<file path="src/rtl/key_event_decoder.sv">
// key_event_decoder: turns a debounced key level into press/release/click/dclick/long-press pulses.
// Define AUTO_REPEAT_EN to add periodic repeat_pulse while the key is long-held.
module key_event_decoder #(
    parameter int unsigned LONG_CYCLES   = 100000000,
    parameter int unsigned DCLICK_CYCLES = 30000000,
    parameter int unsigned REPEAT_CYCLES = 20000000
) (
    input  logic clk,
    input  logic rst,
    input  logic key,
    output logic held,
    output logic press,
    output logic release_pulse,
    output logic click,
    output logic dclick,
    output logic long_press,
    output logic repeat_pulse
);
    typedef enum logic [2:0] {IDLE, DOWN1, UP1, DOWN2, LONG} state_t;

    state_t      state, state_n;
    logic [31:0] cnt, cnt_n;
    logic        key_d, rise, fall;
    logic        long_hit, click_hit, rep_hit;
    logic        click_n, dclick_n, long_n, rep_n;

    if (LONG_CYCLES < 2 || DCLICK_CYCLES < 2 || REPEAT_CYCLES < 2) begin : g_bad_param
        $error("key_event_decoder: cycle parameters must be at least 2");
    end

    assign rise      = key & ~key_d;
    assign fall      = ~key & key_d;
    assign long_hit  = cnt == LONG_CYCLES - 1;
    assign click_hit = cnt == DCLICK_CYCLES - 1;
    assign held      = key_d;

`ifdef AUTO_REPEAT_EN
    assign rep_hit = cnt == REPEAT_CYCLES - 1;
`else
    assign rep_hit = 1'b0;
`endif

    always_ff @(posedge clk) begin
        if (rst) begin
            state <= IDLE;
            cnt   <= '0;
            key_d <= 1'b0;
        end else begin
            state <= state_n;
            cnt   <= cnt_n;
            key_d <= key;
        end
    end

    // A rise on the UP1 timeout clock wins over the click timeout.
    always_comb begin
        state_n = state;
        case (state)
            IDLE:    state_n = rise ? DOWN1 : IDLE;
            DOWN1:   state_n = fall ? UP1 : long_hit ? LONG : DOWN1;
            UP1:     state_n = rise ? DOWN2 : click_hit ? IDLE : UP1;
            DOWN2:   state_n = fall ? IDLE : long_hit ? LONG : DOWN2;
            LONG:    state_n = fall ? IDLE : LONG;
            default: state_n = IDLE;
        endcase
    end

    // In LONG the counter only runs when auto-repeat is built in; it then wraps each period.
    always_comb begin
        cnt_n = cnt + 32'd1;
        if (state_n != state || state == IDLE)
            cnt_n = '0;
        else if (state == LONG)
`ifdef AUTO_REPEAT_EN
            cnt_n = rep_hit ? '0 : cnt + 32'd1;
`else
            cnt_n = cnt;
`endif
    end

    always_comb begin
        click_n  = state == UP1 && !rise && click_hit;
        dclick_n = state == DOWN2 && fall;
        long_n   = (state == DOWN1 || state == DOWN2) && !fall && long_hit;
        rep_n    = state == LONG && !fall && rep_hit;
    end

    always_ff @(posedge clk) begin
        if (rst) begin
            press         <= 1'b0;
            release_pulse <= 1'b0;
            click         <= 1'b0;
            dclick        <= 1'b0;
            long_press    <= 1'b0;
            repeat_pulse  <= 1'b0;
        end else begin
            press         <= rise;
            release_pulse <= fall;
            click         <= click_n;
            dclick        <= dclick_n;
            long_press    <= long_n;
            repeat_pulse  <= rep_n;
        end
    end
endmodule

</file>
<file path="config.mk">
export PLATFORM = sky130hd
export DESIGN_NAME = key_event_decoder
export DESIGN_NICKNAME = d
export VERILOG_FILES = /design/src/rtl/key_event_decoder.sv
export SDC_FILE = /design/constraint.sdc
export NUM_CORES = 1
export LEC_CHECK = 0
export CAP_MARGIN = 20
export CORE_MARGIN = 2
export CORE_UTILIZATION = 30
export CTS_CLUSTER_SIZE = 40
export DETAILED_ROUTE_END_ITERATION = 16
export GPL_TIMING_DRIVEN = 1
export SLEW_MARGIN = 15
export SYNTH_ARGS = -nofsm -noshare
export SYNTH_HDL_FRONTEND = slang
export SYNTH_SLANG_ARGS = --single-unit
</file>
<file path="constraint.sdc">
create_clock -name clk -period 2 [get_ports clk]
set_input_delay 0.6 -clock clk [delete_from_list [all_inputs] [get_ports clk]]
set_output_delay 0.6 -clock clk [all_outputs]
set_load 0.1 [all_outputs]
</file>
* Word level (Yosys, flattened, before mapping)
Cells that the tools add are included.
** Word-level totals
- Bits in registers :: 41
- Input bits :: 3
- Word-level logic and storage cells :: 40
** Cells by class
- $add $sub $neg :: 1
- Equality and inequality tests :: 7
- Muxes and demuxes :: 9
- Bitwise operators :: 4
- Reduce and logical (&&, ||, !) cells :: 11
** Operators by type and width (number)
- $add 32x1->32 const B :: 1
- $eq 32x25->1 const B :: 1
- $eq 32x27->1 const B :: 1
- $mux 3 :: 5
- $pmux 3 s5 :: 1
- $eq 3x2->1 const B :: 2
- $logic_and 1x1->1 :: 5
- $mux 2 :: 2
- $eq 3x1->1 const B :: 1
- $eq 3x3->1 const B :: 1
- $logic_not 3->1 :: 1
- $ne 3x3->1 :: 1
- $and 1x1->1 :: 2
- $logic_not 1->1 :: 2
- $logic_or 1x1->1 :: 2
- $not 1->1 :: 2
- $reduce_or 2->1 :: 1
- $mux 1 :: 1

* Longest topological paths before layout
Gate-level depths: netlist of the first run.
- Word-level depth :: 7
- Mapped depth :: 7

* Worst setup path after synthesis of the first run
No wires, ideal clock.
- Kind :: register to register
- From :: register key_d, in the netlist held
- To :: register cnt[9]
- Setup time :: 0.116 ns
- Arrival time :: 2.271 ns
- Data required time :: 1.884 ns
- Setup slack :: -0.387 ns
- Cell stages (with the launch flop) :: 7
- Buffers on the path :: 1
- Cell sequence :: dfxtp_1 > or2b_2 > or2b_2 > o221ai_1 > a221oi_4 > buf_6 > nor3_1
** Between the ends
- Cells in the longest elaborated chain, start to end :: 7
- Elaborated cells between the ends (all ways) :: 12
- Classes of those cells :: eq/ne (1); mux (6); bitwise (3); reduce/logical (2)
** RTL lines
- start, declared :: line 23 : logic key_d, rise, fall;
- start signal, assigned :: line 51 : key_d <= key;
- $not 1->1 :: line 31 : assign rise = key & ~key_d;
- $and 1x1->1 :: line 31
- $mux 2 or $mux 1 (tied branches) :: line 61, 59
- $pmux 3 s5 * :: line 58 : case (state)
- $ne 3x3->1 * :: line 71 : if (state_n != state || state == IDLE)
- $logic_or 1x1->1 * :: line 71
- $reduce_or 2->1 (no line) *
- end signal, assigned :: line 50 : cnt <= cnt_n;
- end, declared :: line 22 : logic [31:0] cnt, cnt_n;
Every way passes the cells marked *; elsewhere a longest branch is shown, timed or not.
A chain may end at the register's enable or synchronous reset.

* Worst setup path after layout of the first run
- From :: input key
- To :: register cnt[9]
** Between the ends
- Cells in the longest elaborated chain, start to end :: 7
- Elaborated cells between the ends (all ways) :: 12
- Classes of those cells :: eq/ne (1); mux (6); bitwise (3); reduce/logical (2)
** RTL lines
- start, declared :: line 10 : input logic key,
- $not 1->1 :: line 32 : assign fall = ~key & key_d;
- $and 1x1->1 :: line 32
- $mux 3 (on tied branches) :: line 62, 60, 63
- $pmux 3 s5 * :: line 58
- $ne 3x3->1 * :: line 71
- $logic_or 1x1->1 * :: line 71
- $reduce_or 2->1 (no line) *
Marked as above.

==> impl_metrics.tcl, run 1 <==
set metrics [dict create \
    drv_slew 0 \
    relSlewSlack 0.624 \
    ys_types 48 \
    swShare 0.274 \
    synth_area_leader_cell "dfxtp_1" \
    drc 0 \
    seq_area_frac_synth 0.376 \
    syn2layout_area_growth_pct 24.7 \
    yosys-top-cells-count "41 x dfxtp_1, 29 x nor2_1, 23 x xor2_1, 22 x nand4_1, 20 x nor3_1" \
    period_needed_ps 1910 \
    power.leakage_nw 0.953 \
    dp_hpwl_um 3330 \
    syn-cell-area_um2 2190 \
    post-place-ws_ps -420 \
    pwr-share-seq 0.503 \
    power.share.clock 0.323 \
    yosys_most_used_dff "dfxtp_1" \
    max_freq_ghz 0.524 \
    die_area_um2 7990 \
    start_kind "input pin" \
    worst_path_max_delay_cell "or2b_2" \
    cts_buffers 5 \
    ir_drop_mv 0.228 \
    power.switching_uw 468 \
    yosysWarnings 0 \
    cp.required_ps 2210 \
    fillers 728 \
    htree_num_levels 2 \
    via_per_inst 4.93 \
    hold_slack_ps 521 \
    die_x_um 89.4 \
    io_buffers 8 \
    drt_iter0_drc 83 \
    grt_max_degree 32 \
    cts.sinks 41 \
    finalNetCount 273 \
    drive_gt1_frac 0.252 \
    vias 1821 \
    avgSynthCellArea_um2 9.03 \
    placedInstanceArea_um2 2540 \
    setup_viol 0 \
    row_count 31 \
    path_cells "dlygate4sd2_1 -> or2b_4 -> or2b_2 -> buf_4 -> nor2_4 -> a221oi_4 -> buf_12 -> buf_16 -> nor3_1" \
    io_pins 10 \
    yosys-top-cells-area "dfxtp_1 38%, xor2_1 9.2%, nand4_1 6.3%" \
    core-area_um2 7140 \
    cp-end-kind "flop" \
    ys_async_sr_fraction 0 \
    synth-seq-cells 41 \
    syn_nets 246 \
    worstSkewPairLatency_ps 290 \
    overflow 0 \
    clock_skew_ps 9.61 \
    powerDensity_nw_per_um2 627 \
    synth.most_common_cell "dfxtp_1" \
    drt_pass1_iterations 4 \
    antenna_found_initial 0 \
    wl_um 4850 \
    place.gp.congestion 0.796 \
    die_h_um 89.4 \
    hold_class "flop to flop" \
    path_clk_slew_ps 80 \
    intPower_mw 1.24 \
    finalHoldViolations 0 \
    comb_power_share 0.175 \
    slowest_delay_ps 310 \
    fin_ws_ps 92.2 \
    grt_pass1_wl_um 8250 \
    synth-edff-count 0 \
    initial_core_util 0.306 \
    num_antenna_cells 0 \
    worst_slew_pin_slew_ps 560 \
    outcome "completed" \
    cp.arrival_ps 2120 \
    placed_cells 359 \
    fin_cells 369 \
    grt_usage 0.132 \
    netlist_instances 242 \
    synth_top_area_share 0.376 \
    wl_per_cell_um 13.1 \
    path_max_fanout 6 \
    power_mw 1.71 \
    grt_pass1_vias 1711 \
    final_area_um2 2730 \
    drv_cap 0 \
    path_class "input pin to flop" \
    rsz0062_at_grt "false" \
    cts_tree "built" \
    min_period_over_period 0.954 \
    cts_buffer_depth 2 \
    postRouteAntennaNets 0 \
    cts.root.buffer_cell "clkbuf_8" \
]
-- final timing paths --
| path | start | to | slack (ps) | cells after the start |
|---|---|---|---|---|
| worst max-delay path | key | cnt[9] | 90 | 9 |
| worst min-delay path | state[1] | dclick | 520 | 1 |
| worst max register to register | cnt[0] | cnt[0] | 120 | 8 |
| worst min register to register | state[1] | dclick | 520 | 1 |
-- routing by layer --
metal  part of all wire  routed length (um)  vias to the layer above  track usage
met4              0.013                  64                        0       0.0461
li1                   -                   -                      932            -
met2               0.48                2330                       32        0.219
met3              0.025                 121                        4       0.0268
met1               0.48                2330                      853        0.170
met5                  0                   0                        -            0
-- logic make-up (layout without fill, tap and decap cells) --
kind of cell,Yosys count,count (layout),share of synthesized area
flops,41,41,0.376
buf+inv,15,43,0.0504
simple gates,139,139,0.393
fa+ha+maj,1,1,0.00572
xor+xnor,30,30,0.120
compound gates,15,15,0.0538
other cells,1,1,0.00172
-- state kept, by name (all words and copies together), names as in the netlist --
signal         count
long_press         1
dclick             1
held               1
state              3
cnt               32
press              1
release_pulse      1
click              1
-- placed cells by master (no fill, tap or decap), types with 2 or more instances in the layout --
cell type,n
and2_1,3
nor4_1,4
o21ai_0,6
nor3_1,18
nand3_1,12
nor4_4,3
buf_12,9
inv_1,3
buf_4,20
nor2_1,28
nand4b_1,2
and3_1,6
xnor2_1,7
clkbuf_1,2
nor3_2,7
nor4_2,2
o41ai_1,2
nor2b_1,2
nor2_2,2
clkbuf_8,6
nand2_1,11
dfxtp_2,2
nand4_1,22
xor2_1,23
or2b_2,2
dfxtp_1,38
-- power groups by stage --
stage                     combinational, mW  clock (mW)  sequential (mW)
after floorplan                       0.184           0            0.900
after global placement                0.285           0            0.878
after detailed placement              0.285           0            0.878
after CTS                             0.296       0.576            0.859
after global routing                  0.323       0.613            0.863
final                                 0.298       0.552            0.859
-- per-stage QoR --
| step | setup TNS (ps) | util |
|---|---|---|
| floorplan | 0 | - |
| global placement | -10500 | 0.357 |
| detailed placement | -11790 | 0.357 |
| CTS | 0 | 0.379 |
| global route | 0 | 0.382 |
| finish | 0 | 0.382 |
-- cell type report --
cell class | count | area, um^2 | share of cell area
clock buffers | 8 | 90.1 | 0.0331
inverters | 3 | 11.3 | 0.00413
multi-input cells | 186 | 1300 | 0.476
flip-flops and latches | 41 | 827 | 0.303
well taps | 99 | 124 | 0.0455
repair buffers | 32 | 377 | 0.138
-- critical path: cells and delay by family --
kind | cells | cell delay [ps]
compound gates | 1 | 50
simple gates | 4 | 770
buf+inv | 4 | 690
-- timing repair --
| action | 4_1_cts | 5_1_grt |
|---|---|---|
| endpoints found under the setup margin | 31 | 29 |
| hold buffers | 0 | 0 |
| pin swaps | 3 | 1 |
| gates cloned | 1 | 0 |
| resized for setup | 8 | 5 |
| buffers inserted | 1 | 0 |
No activity file was read; power rests on OpenSTA's default activity.
==> inputs of run 2 (changes only) <==
--- a/config.mk
+++ b/config.mk
@@ -5,12 +5,14 @@
 export SDC_FILE = /design/constraint.sdc
 export NUM_CORES = 1
 export LEC_CHECK = 0
-export CAP_MARGIN = 20
+export CAP_MARGIN = 25
+export CELL_PAD_IN_SITES_DETAIL_PLACEMENT = 1
+export CELL_PAD_IN_SITES_GLOBAL_PLACEMENT = 1
 export CORE_MARGIN = 2
 export CORE_UTILIZATION = 30
-export CTS_CLUSTER_SIZE = 40
 export DETAILED_ROUTE_END_ITERATION = 16
 export GPL_TIMING_DRIVEN = 1
+export PLACE_DENSITY_LB_ADDON = 0.1
 export SLEW_MARGIN = 15
 export SYNTH_ARGS = -nofsm -noshare
 export SYNTH_HDL_FRONTEND = slang
==> run 2 against run 1 <==
Net effect: combinational power shrank 3%; die area is the same; via count is the same; sequential share of layout area grew 0.17 points; total power is essentially flat; maximum frequency grew 1.3%; setup slack gained 25 ps; clock skew shrank 1.8 ps; largest cell class unchanged.
==> impl_metrics.tcl, run 2 (synthesis gave the netlist of run 1 again) <==
set metrics [dict create \
    grt_max_degree 25 \
    cts.root.buffer_cell "clkbuf_8" \
    num_antenna_cells 0 \
    cp.required_ps 2190 \
    die_area_um2 7990 \
    drive_gt1_frac 0.281 \
    hold_start "state[0]" \
    powerDensity_nw_per_um2 623 \
    drt_iter0_drc 114 \
    place.gp.congestion 0.731 \
    path_class "flop to flop" \
    cts_tree "built" \
    hold_depth 1 \
    antenna_found_initial 0 \
    syn2layout_area_growth_pct 25.5 \
    finalNetCount 281 \
    die_x_um 89.4 \
    path_cells "or4b_4 -> nor4_4 -> nor2_4 -> a221oi_4 -> buf_4 -> nor3_1" \
    cts.sinks 41 \
    reg2regPathDepth 6 \
    cts_hold_buf 0 \
    htree_num_levels 2 \
    drv_cap 0 \
    worstSkewPairLatency_ps 300 \
    final_cell_mix "34 x dfxtp_1, 29 x buf_4, 28 x nor2_1, 23 x xor2_1, 22 x nand4_1" \
    cts_buffers 5 \
    path_max_fanout 7 \
    via_per_inst 4.83 \
    drc 0 \
    reg2reg_to "cnt[9]" \
    r2r_start "cnt[9]" \
    cp.arrival_ps 2070 \
    postRouteAntennaNets 0 \
    drv_slew 0 \
    core-area_um2 7140 \
    ff_latch_area_um2 837 \
    power.leakage_nw 0.986 \
    largest_reg_flops 32 \
    fin_ws_ps 117 \
    slowest_delay_ps 550 \
    start_kind "flop" \
    rsz0062_at_grt "true" \
    r2r_setup_slack_ps 120 \
    vias 1821 \
    crit_buf_inv 1 \
    grt_pass1_wl_um 9470 \
    layout.cells.most_common "dfxtp_1" \
    post-place-ws_ps -375 \
    outcome "completed" \
    row_count 31 \
    worst_path_max_delay_cell "or4b_4" \
    io_buffers 8 \
    wl_per_cell_um 15.1 \
    largest_register "cnt" \
    initial_core_util 0.306 \
    crit_family "simple AND/OR/NAND/NOR gates" \
    max_freq_ghz 0.531 \
    io_pins 10 \
    hold_path_end "state[0]" \
    overflow 0 \
    wl_um 5680 \
    die_h_um 89.4 \
    crit_start "cnt[9]" \
    multiInputGateArea_um2 1280 \
    fin_cells 377 \
    min_period_over_period 0.942 \
    cp-end-kind "flop" \
    placed_cells 362 \
    ir_drop_mv 0.236 \
    hold_class "flop to flop" \
    cts_buffer_depth 2 \
    clock_skew_ps 7.78 \
    grt_usage 0.154 \
    setup_viol 0 \
    finalHoldViolations 0 \
    dp_hpwl_um 4150 \
    fillers 868 \
    utilization 0.384 \
    reg_top3 "cnt: 32 flops, state: 3 flops" \
    drt_pass1_iterations 4 \
    grt_pass1_vias 1805 \
    period_needed_ps 1880 \
    path_clk_slew_ps 80 \
]
-- run 2: cell types whose count changed in the layout (fill, tap and decap cells not counted), sizes merged --
cell,before,now
buf,30,38
clkbuf,8,5
clkinv,0,2
clkinvlp,0,1
-- run 2: what timing repair did --
action / CTS / global route
endpoints found under the setup margin: 15 / 33
endpoints found under the hold margin: 0 / 0
pin swaps: 3 / 3
gates resized for setup: 8 / 9
cloned: 1 / 0
setup buffers: 2 / 6
-- run 2: per-layer routing --
layer,GRT usage,vias up,routed length (um)
met2,0.214,13,2320
met3,0.0305,5,128
met1,0.243,862,3180
met4,0.0326,0,51
met5,0,-,0
li1,-,941,-
-- run 2: how the worst max path moves through the flow --
stage	slack, ps	cells past startpoint	to
final	120	6	cnt[9]
after global placement	-350	7	cnt[3]
after CTS	30	5	cnt[27]
after global routing	8	6	cnt[0]
after detailed placement	-370	7	cnt[14]
after floorplan	40	6	cnt[9]
-- run 2: per-stage QoR --
stage          setup TNS, ps  cell area [um^2]  total power [mW]  hold slack [ps]
6_report                   0              2740              1.71              518
2_1_floorplan              0              2190              1.08              479
4_1_cts                    0              2720              1.75              548
5_1_grt                    0              2740              1.81              567
3_5_place_dp          -11030              2570              1.19              518
3_3_place_gp          -10170              2570              1.18              521
-- run 2: where the power goes --
group,internal (mW),switching [mW]
Sequential,0.837,0.0417
Clock,0.241,0.301
Combinational,0.128,0.161
-- run 2: layout make-up --
type | count | share of cell area
clock buffers | 5 | 0.0251
well taps | 99 | 0.0452
repair buffers | 40 | 0.149
flip-flops and latches | 41 | 0.305
clock inverters | 3 | 0.00639
multi-input cells | 186 | 0.465
inverters | 3 | 0.00411
==> inputs of run 3 (changes only) <==
--- a/config.mk
+++ b/config.mk
@@ -17,3 +17,4 @@
 export SYNTH_ARGS = -nofsm -noshare
 export SYNTH_HDL_FRONTEND = slang
 export SYNTH_SLANG_ARGS = --single-unit
+export TNS_END_PERCENT = 10
==> run 3 against run 2 <==
Net effect: sequential cell count did not move; clock power about the same; sequential power is essentially flat; maximum frequency is essentially flat; combinational power is essentially flat; setup slack better by 0.97 ps; clock skew about the same; routed wire length rose by 0.21%; count of clock-buffer cells in the layout unchanged; worst hold slack improved by 0.60 ps; critical endpoint unchanged; total power hardly changed; global-route usage did not move; largest power group unchanged.
==> impl_metrics.tcl, run 3 (synthesis gave the netlist of run 1 again) <==
set metrics [dict create \
    power.leakage_nw 0.986 \
    setup_viol 0 \
    cts_buffers 5 \
    cp.arrival_ps 2070 \
    ir_drop_mv 0.236 \
    cts_hold_buf 0 \
    overflow 0 \
    wl_per_cell_um 15.1 \
    hold_class "flop to flop" \
    outcome "completed" \
    antenna_found_initial 0 \
    num_antenna_cells 0 \
    largest_reg_flops 32 \
    grt_usage 0.154 \
    via_per_inst 4.83 \
    r2r_setup_slack_ps 120 \
    max_freq_ghz 0.531 \
    rsz0062_at_grt "true" \
    postRouteAntennaNets 0 \
    reg2reg_to "cnt[9]" \
    finalNetCount 281 \
    grt_max_degree 25 \
    path_max_fanout 7 \
    grt_pass1_vias 1805 \
    power_mw 1.71 \
    utilization 0.384 \
    row_count 31 \
    intPower_mw 1.21 \
    cts_tree "built" \
    io_pins 10 \
    min_period_over_period 0.941 \
    dp_hpwl_um 4150 \
    syn2layout_area_growth_pct 25.5 \
    place.gp.congestion 0.731 \
    setup-tns-final_ps 0 \
    grt_pass1_wl_um 9470 \
    htree_num_levels 2 \
    io_buffers 8 \
    path_class "flop to flop" \
    vias 1820 \
    power.share.clock 0.318 \
    cts_buffer_depth 2 \
    core-area_um2 7140 \
    path_clk_slew_ps 80 \
    reg2regPathDepth 6 \
    cts.sinks 41 \
    cp-end-kind "flop" \
    powerDensity_nw_per_um2 624 \
    swShare 0.295 \
    finalHoldViolations 0 \
    largest_register "cnt" \
    drt_iter0_drc 93 \
    r2r_start "cnt[9]" \
    reg_top3 "cnt: 32 flops, state: 3 flops" \
    drv_slew 0 \
    power.switching_uw 505 \
    dr_wl_met3_um 130 \
    clock_skew_ps 7.47 \
    initial_core_util 0.306 \
    comb_power_share 0.169 \
    die_x_um 89.4 \
    crit_start "cnt[9]" \
    endpoint "cnt[9]" \
    period_needed_ps 1880 \
    cts.root.buffer_cell "clkbuf_8" \
    drive_gt1_frac 0.281 \
    final_cell_mix "34 x dfxtp_1, 29 x buf_4, 28 x nor2_1, 23 x xor2_1, 22 x nand4_1" \
    top_layer_used "met4" \
    wl_met2_um 2310 \
    pwr-share-seq 0.513 \
    layout.cells.most_common "dfxtp_1" \
    drt_pass1_iterations 4 \
    worstSkewPairLatency_ps 300 \
    start_kind "flop" \
    drc 0 \
    cp.required_ps 2190 \
    die_area_um2 7990 \
    die_h_um 89.4 \
    drv_cap 0 \
    wl_um 5690 \
    fillers 868 \
    m1WireLength_um 3200 \
]
==> run 3: cell counts in the layout (fill, tap and decap cells not counted) <==
Identical to the previous run, type by type.
==> run 3: final cells by class <==
cell class / count / area (um^2) / share of cell area
Multi-Input combinational cell: 186 / 1280 / 0.465
Sequential cell: 41 / 837 / 0.305
Timing Repair Buffer: 40 / 408 / 0.149
Inverter: 3 / 11.3 / 0.00411
Tap cell: 99 / 124 / 0.0452
Clock inverter: 3 / 17.5 / 0.00639
Clock buffer: 5 / 68.8 / 0.0251
==> run 3: stage by stage <==
step	instance area (um^2)	instances	setup WS (ps)	hold slack (ps)
floorplan	2190	242	41.5	479
global placement	2570	362	-345	521
detailed placement	2570	362	-375	518
CTS	2720	373	34.5	548
global route	2740	377	7.93	567
finish	2740	377	118	518
==> run 3: power groups by stage <==
| stage | Combinational, mW | Clock (mW) | Sequential (mW) |
|---|---|---|---|
| 6_report | 0.289 | 0.544 | 0.878 |
| 5_1_grt | 0.318 | 0.603 | 0.885 |
| 3_5_place_dp | 0.288 | 0 | 0.897 |
| 2_1_floorplan | 0.184 | 0 | 0.900 |
| 4_1_cts | 0.297 | 0.577 | 0.880 |
| 3_3_place_gp | 0.287 | 0 | 0.896 |
==> run 3: worst max-delay path, cell delays in order (launching register included) <==
cell and delay (ps):
dfxtp_2 340, or4b_4 550, nor4_4 350, nor2_4 60, a221oi_4 210, buf_4 220, nor3_1 60
==> run 3: how the worst min path moves through the flow <==
stage | startpoint | cells past startpoint | to
2_1_floorplan | cnt[31] | 2 | cnt[31]
3_3_place_gp | cnt[29] | 2 | cnt[29]
3_5_place_dp | cnt[31] | 2 | cnt[31]
4_1_cts | state[2] | 1 | state[0]
5_1_grt | state[0] | 1 | state[0]
6_report | state[0] | 1 | state[0]
==> run 3: metal layers <==
metal | global-route usage | up-vias
li1 | - | 940
met1 | 0.243 | 860
met2 | 0.214 | 15
met3 | 0.0305 | 5
met4 | 0.0326 | 0
met5 | 0 | -
==> run 3: repair_timing <==
action                     in CTS  in global routing
setup buffers                   2                  6
pin swaps                       3                  3
cloned                          1                  0
resized for setup               8                  9
setup endpoints to repair      15                 33
==> RTL edit 1 (flow settings as in run 1) <==
Encoding of `state_t`: now Gray code (3 bits for 5 states).
--- a/src/rtl/key_event_decoder.sv
+++ b/src/rtl/key_event_decoder.sv
@@ -16,7 +16,7 @@
     output logic long_press,
     output logic repeat_pulse
 );
-    typedef enum logic [2:0] {IDLE, DOWN1, UP1, DOWN2, LONG} state_t;
+    typedef enum logic [2:0] {IDLE = 3'b000, DOWN1 = 3'b001, UP1 = 3'b011, DOWN2 = 3'b010, LONG = 3'b110} state_t;
 
     state_t      state, state_n;
     logic [31:0] cnt, cnt_n;
Behaviour: no difference found for any inputs over 10 cycles, from zero or initial values and one cycle with rst high; not proved beyond that.
==> RTL edit 1 against run 1 <==
The run now ends with negative setup slack left. First-iteration DRC count up 7.2%. Wire length increased by 18%. Non-clock buffer count is 34 higher. Area after synthesis is 2.1% higher. Final area increased by 18%. Core utilization increased by 6.3 points. Total power down 4.5%. Clock power is 7.2% higher. Sequential cell count did not move. Critical path depth down 2. Setup slack got worse by 0.15 ns. Largest power group unchanged. Die area grew 2.0%. Global-route usage rose by 1.1 points. Largest cell class unchanged.
==> RTL edit 1: results (changes against run 1) <==
Seq/Total Area, Yosys: 36.8% (-0.78 points)
CP max FO: 24 (+18)
Static Leak: 1.12 nW (+17%)
total wire length: 5710 µm (+18%)
Synth area leaders: dfxtp_1 37%, nor4_1 8.7%, xnor2_1 6.7%, xor2_1 5.5%, nand4_1 4.5%
status: complete, but fails checks
slowest stage delay, CP: 0.57 ns (+0.26 ns)
RD Place Congestion: 0.809 (+1.6%)
hold path cells: 2 (+1)
via count of the routed design: 2099 (+15%)
R2R depth: 7 (-1)
type of the worst setup path: reg -> reg
largest net degree at the start of global routing: 25 (-22%)
list of most frequent post-synthesis cells: 41 x dfxtp_1, 31 x nor4_1, 19 x nor2_1
crit path DAT: 2.23 ns (+0.11 ns)
fin worst setup slack: -0.0532 ns (-0.145 ns)
share of cells above drive strength 1: 37.4% (+12 points)
Post-Route Setup TNS: -1.07 ns (-1.07 ns)
DP Area: 2920 µm² (+15%)
1st-iter DRT viols: 89 (+7.2%)
Fin Clk Skew: 0.00842 ns (-0.00119 ns)
first-pass GRT wire length: 9700 µm (+18%)
Max IR drop VDD: 0.220 mV (-3.3%)
failing checks: negative setup slack
dpl ws: -0.515 ns (-0.0954 ns)
Worst Hold Launch: cnt[24]
FF-to-FF Start: cnt[9]
number of setup violations in the final report: 31 (+31)
hpwl dp: 4000 µm (+20%)
[RTL edit 1: cell types whose count changed after synthesis, moves of 5 or more]
cell	before	now
nor3_1	20	3
xnor2_1	7	17
nor2_1	29	19
nor4_1	6	31
buf_6	5	0
nand3_1	12	7
xor2_1	23	14
nand4_1	22	16
clkbuf_1	1	10
nand2_1	11	18
[RTL edit 1: metrics by stage]
stage	utilization, %	cells
after floorplan	-	253
after global routing	44.5	409
after CTS	43.7	408
after global placement	40.5	398
after detailed placement	40.5	398
final	44.5	409
[RTL edit 1: worst paths after layout]
kind	end
worst min register to register	cnt[24]
worst min-delay path	cnt[24]
worst max register to register	cnt[17]
worst max-delay path	cnt[17]
[RTL edit 1: power by group]
group | switching [mW] | total (mW) | internal, mW
Combinational | 0.124 | 0.213 | 0.0887
Sequential | 0.00482 | 0.827 | 0.823
Clock | 0.280 | 0.592 | 0.312
Total | 0.409 | 1.63 | 1.22
[RTL edit 1: final cells by class]
type | count | area (µm²)
tap | 99 | 124
inverter | 5 | 18.8
clock inverter | 1 | 5.00
timing repair buffer | 66 | 647
sequential | 41 | 830
clock buffer | 7 | 96.3
multi-input combinational | 190 | 1490
fill | 705 | 4010
[RTL edit 1: cell families (layout without fill, tap and decap cells)]
family	after synthesis	after routing	share of synthesized area [%]
adder cells (fa/ha/maj)	1	1	0.560
flip-flops	41	41	36.8
buffers and inverters	22	79	4.54
multiplexers	1	1	0.448
other	1	1	0.168
XOR/XNOR	31	31	12.2
AND/OR/NAND/NOR	136	136	38.8
AO/OA/AOI/OAI	20	20	6.50
[RTL edit 1: repair_timing]
item,4_1_cts,5_1_grt
setup endpoints to repair,32,33
pin swaps,2,0
setup buffers,2,1
gates resized for setup,24,13
hold endpoints to repair,0,0
[RTL edit 1: critical path, delay by kind of cell (launching register included)]
family	cells	cell delay, ns
compound gates	2	0.30
simple gates	4	1.08
flops	1	0.33
buf+inv	1	0.22
[RTL edit 1: metal layers]
metal | global-route usage, % | part of all wire (%)
met5 | 0 | 0
met4 | 2.82 | 0.47
met3 | 2.84 | 3.5
met2 | 25.5 | 50
met1 | 18.0 | 46
==> RTL edit 2 (config.mk and constraints of run 1) <==
Made on the original files. Build with the macro `AUTO_REPEAT_EN` defined.
--- a/src/rtl/key_event_decoder.sv
+++ b/src/rtl/key_event_decoder.sv
@@ -1,5 +1,7 @@
 // key_event_decoder: turns a debounced key level into press/release/click/dclick/long-press pulses.
 // Define AUTO_REPEAT_EN to add periodic repeat_pulse while the key is long-held.
+`define AUTO_REPEAT_EN
+
 module key_event_decoder #(
     parameter int unsigned LONG_CYCLES   = 100000000,
     parameter int unsigned DCLICK_CYCLES = 30000000,
Function: same outputs for any inputs over 10 cycles, from zero or initial values and one cycle with rst high; that may be too few to reach the edited logic, so the function may still have changed.
==> RTL edit 2 against run 1 <==
First-iteration DRC count is 6.0% lower. Highest routed layer unchanged. Critical path depth is 2 lower. Area after synthesis is 3.4% lower. Sequential share of layout area is 0.38 points lower. The flow now finishes with violations (negative setup slack). Synthesized cell count is 0.83% lower. Sequential cell count is 1 higher. Cell count is 3.5% higher. Final area is 3.6% higher. Setup slack worse by 0.096 ns. Fmax is 4.8% lower. Wire length is 1.2% higher.
Power is not compared: it rests on default switching activity, and its combinational part moved more than twofold at a synthesized area within 25%.
==> RTL edit 2: results (changes against run 1) <==
status: complete, but fails checks
failing checks: negative setup slack
Mean Syn Cell Area: 8.79 µm² (-2.6%)
vias per cell: 4.87 (-1.4%)
filler cell count: 660 (-9.3%)
fin worst setup slack: -0.00339 ns (-0.0956 ns)
crit path DAT: 2.20 ns (+0.08 ns)
Inverters: 7 (+4)
CLK BUF: 7 (-1)
Crit-path slowest cell: or4bb_4
number of setup violations in the final report: 3 (+3)
metal2 WL: 2200 µm (-5.5%)
Synth area leaders: dfxtp_1 40%, xnor2_1 12%, nor3_1 10%, nor2_1 3.6%, nand3_1 2.8%
Fin Clk Skew: 0.00333 ns (-0.00628 ns)
M3 GR Usage: 4.15% (+1.5 points)
FFs & Latches: 42 (+2.4%)
DR WL met3: 191 µm (+58%)
multi-input combinational area share: 43.9% (-3.7 points)
list of most frequent post-synthesis cells: 44 x nor3_1, 42 x dfxtp_1, 29 x xnor2_1
vias in the first global route: 1827 (+6.8%)
DP Area: 2600 µm² (+2.2%)
first-pass GRT wire length: 8360 µm (+1.2%)
Post-Route Setup TNS: -0.00835 ns (-0.00835 ns)
routing usage on met2: 21.5% (-0.40 points)
Yosys cell types: 44 (-8.3%)
RTL edit 2: cell types whose count changed after synthesis, moves of 5 or more:
cell     before  now
and3_1        6    1
nand4_1      22    4
nor2_1       29   20
nor3_1       20   44
xnor2_1       7   29
xor2_1       23    1
RTL edit 2: repair_timing:
item,in CTS,in global routing
setup endpoints to repair,33,33
pin swaps,2,6
buffers inserted,2,2
gates cloned,1,0
resized for setup,6,11
RTL edit 2: worst paths after layout:
path         startpoint       to  slack [ns]  depth (start not counted)
max              cnt[7]  cnt[13]      -0.003                          7
min              cnt[0]   cnt[0]        0.52                          2
min reg2reg      cnt[0]   cnt[0]        0.52                          2
max reg2reg      cnt[7]  cnt[13]      -0.003                          7
RTL edit 2: cell families after synthesis:
| logic type | share of synthesized area, % |
|---|---|
| buf+inv | 4.56 |
| fa+ha+maj | 0.593 |
| compound gates | 3.91 |
| flops | 39.8 |
| xor+xnor | 12.4 |
| simple gates | 38.6 |
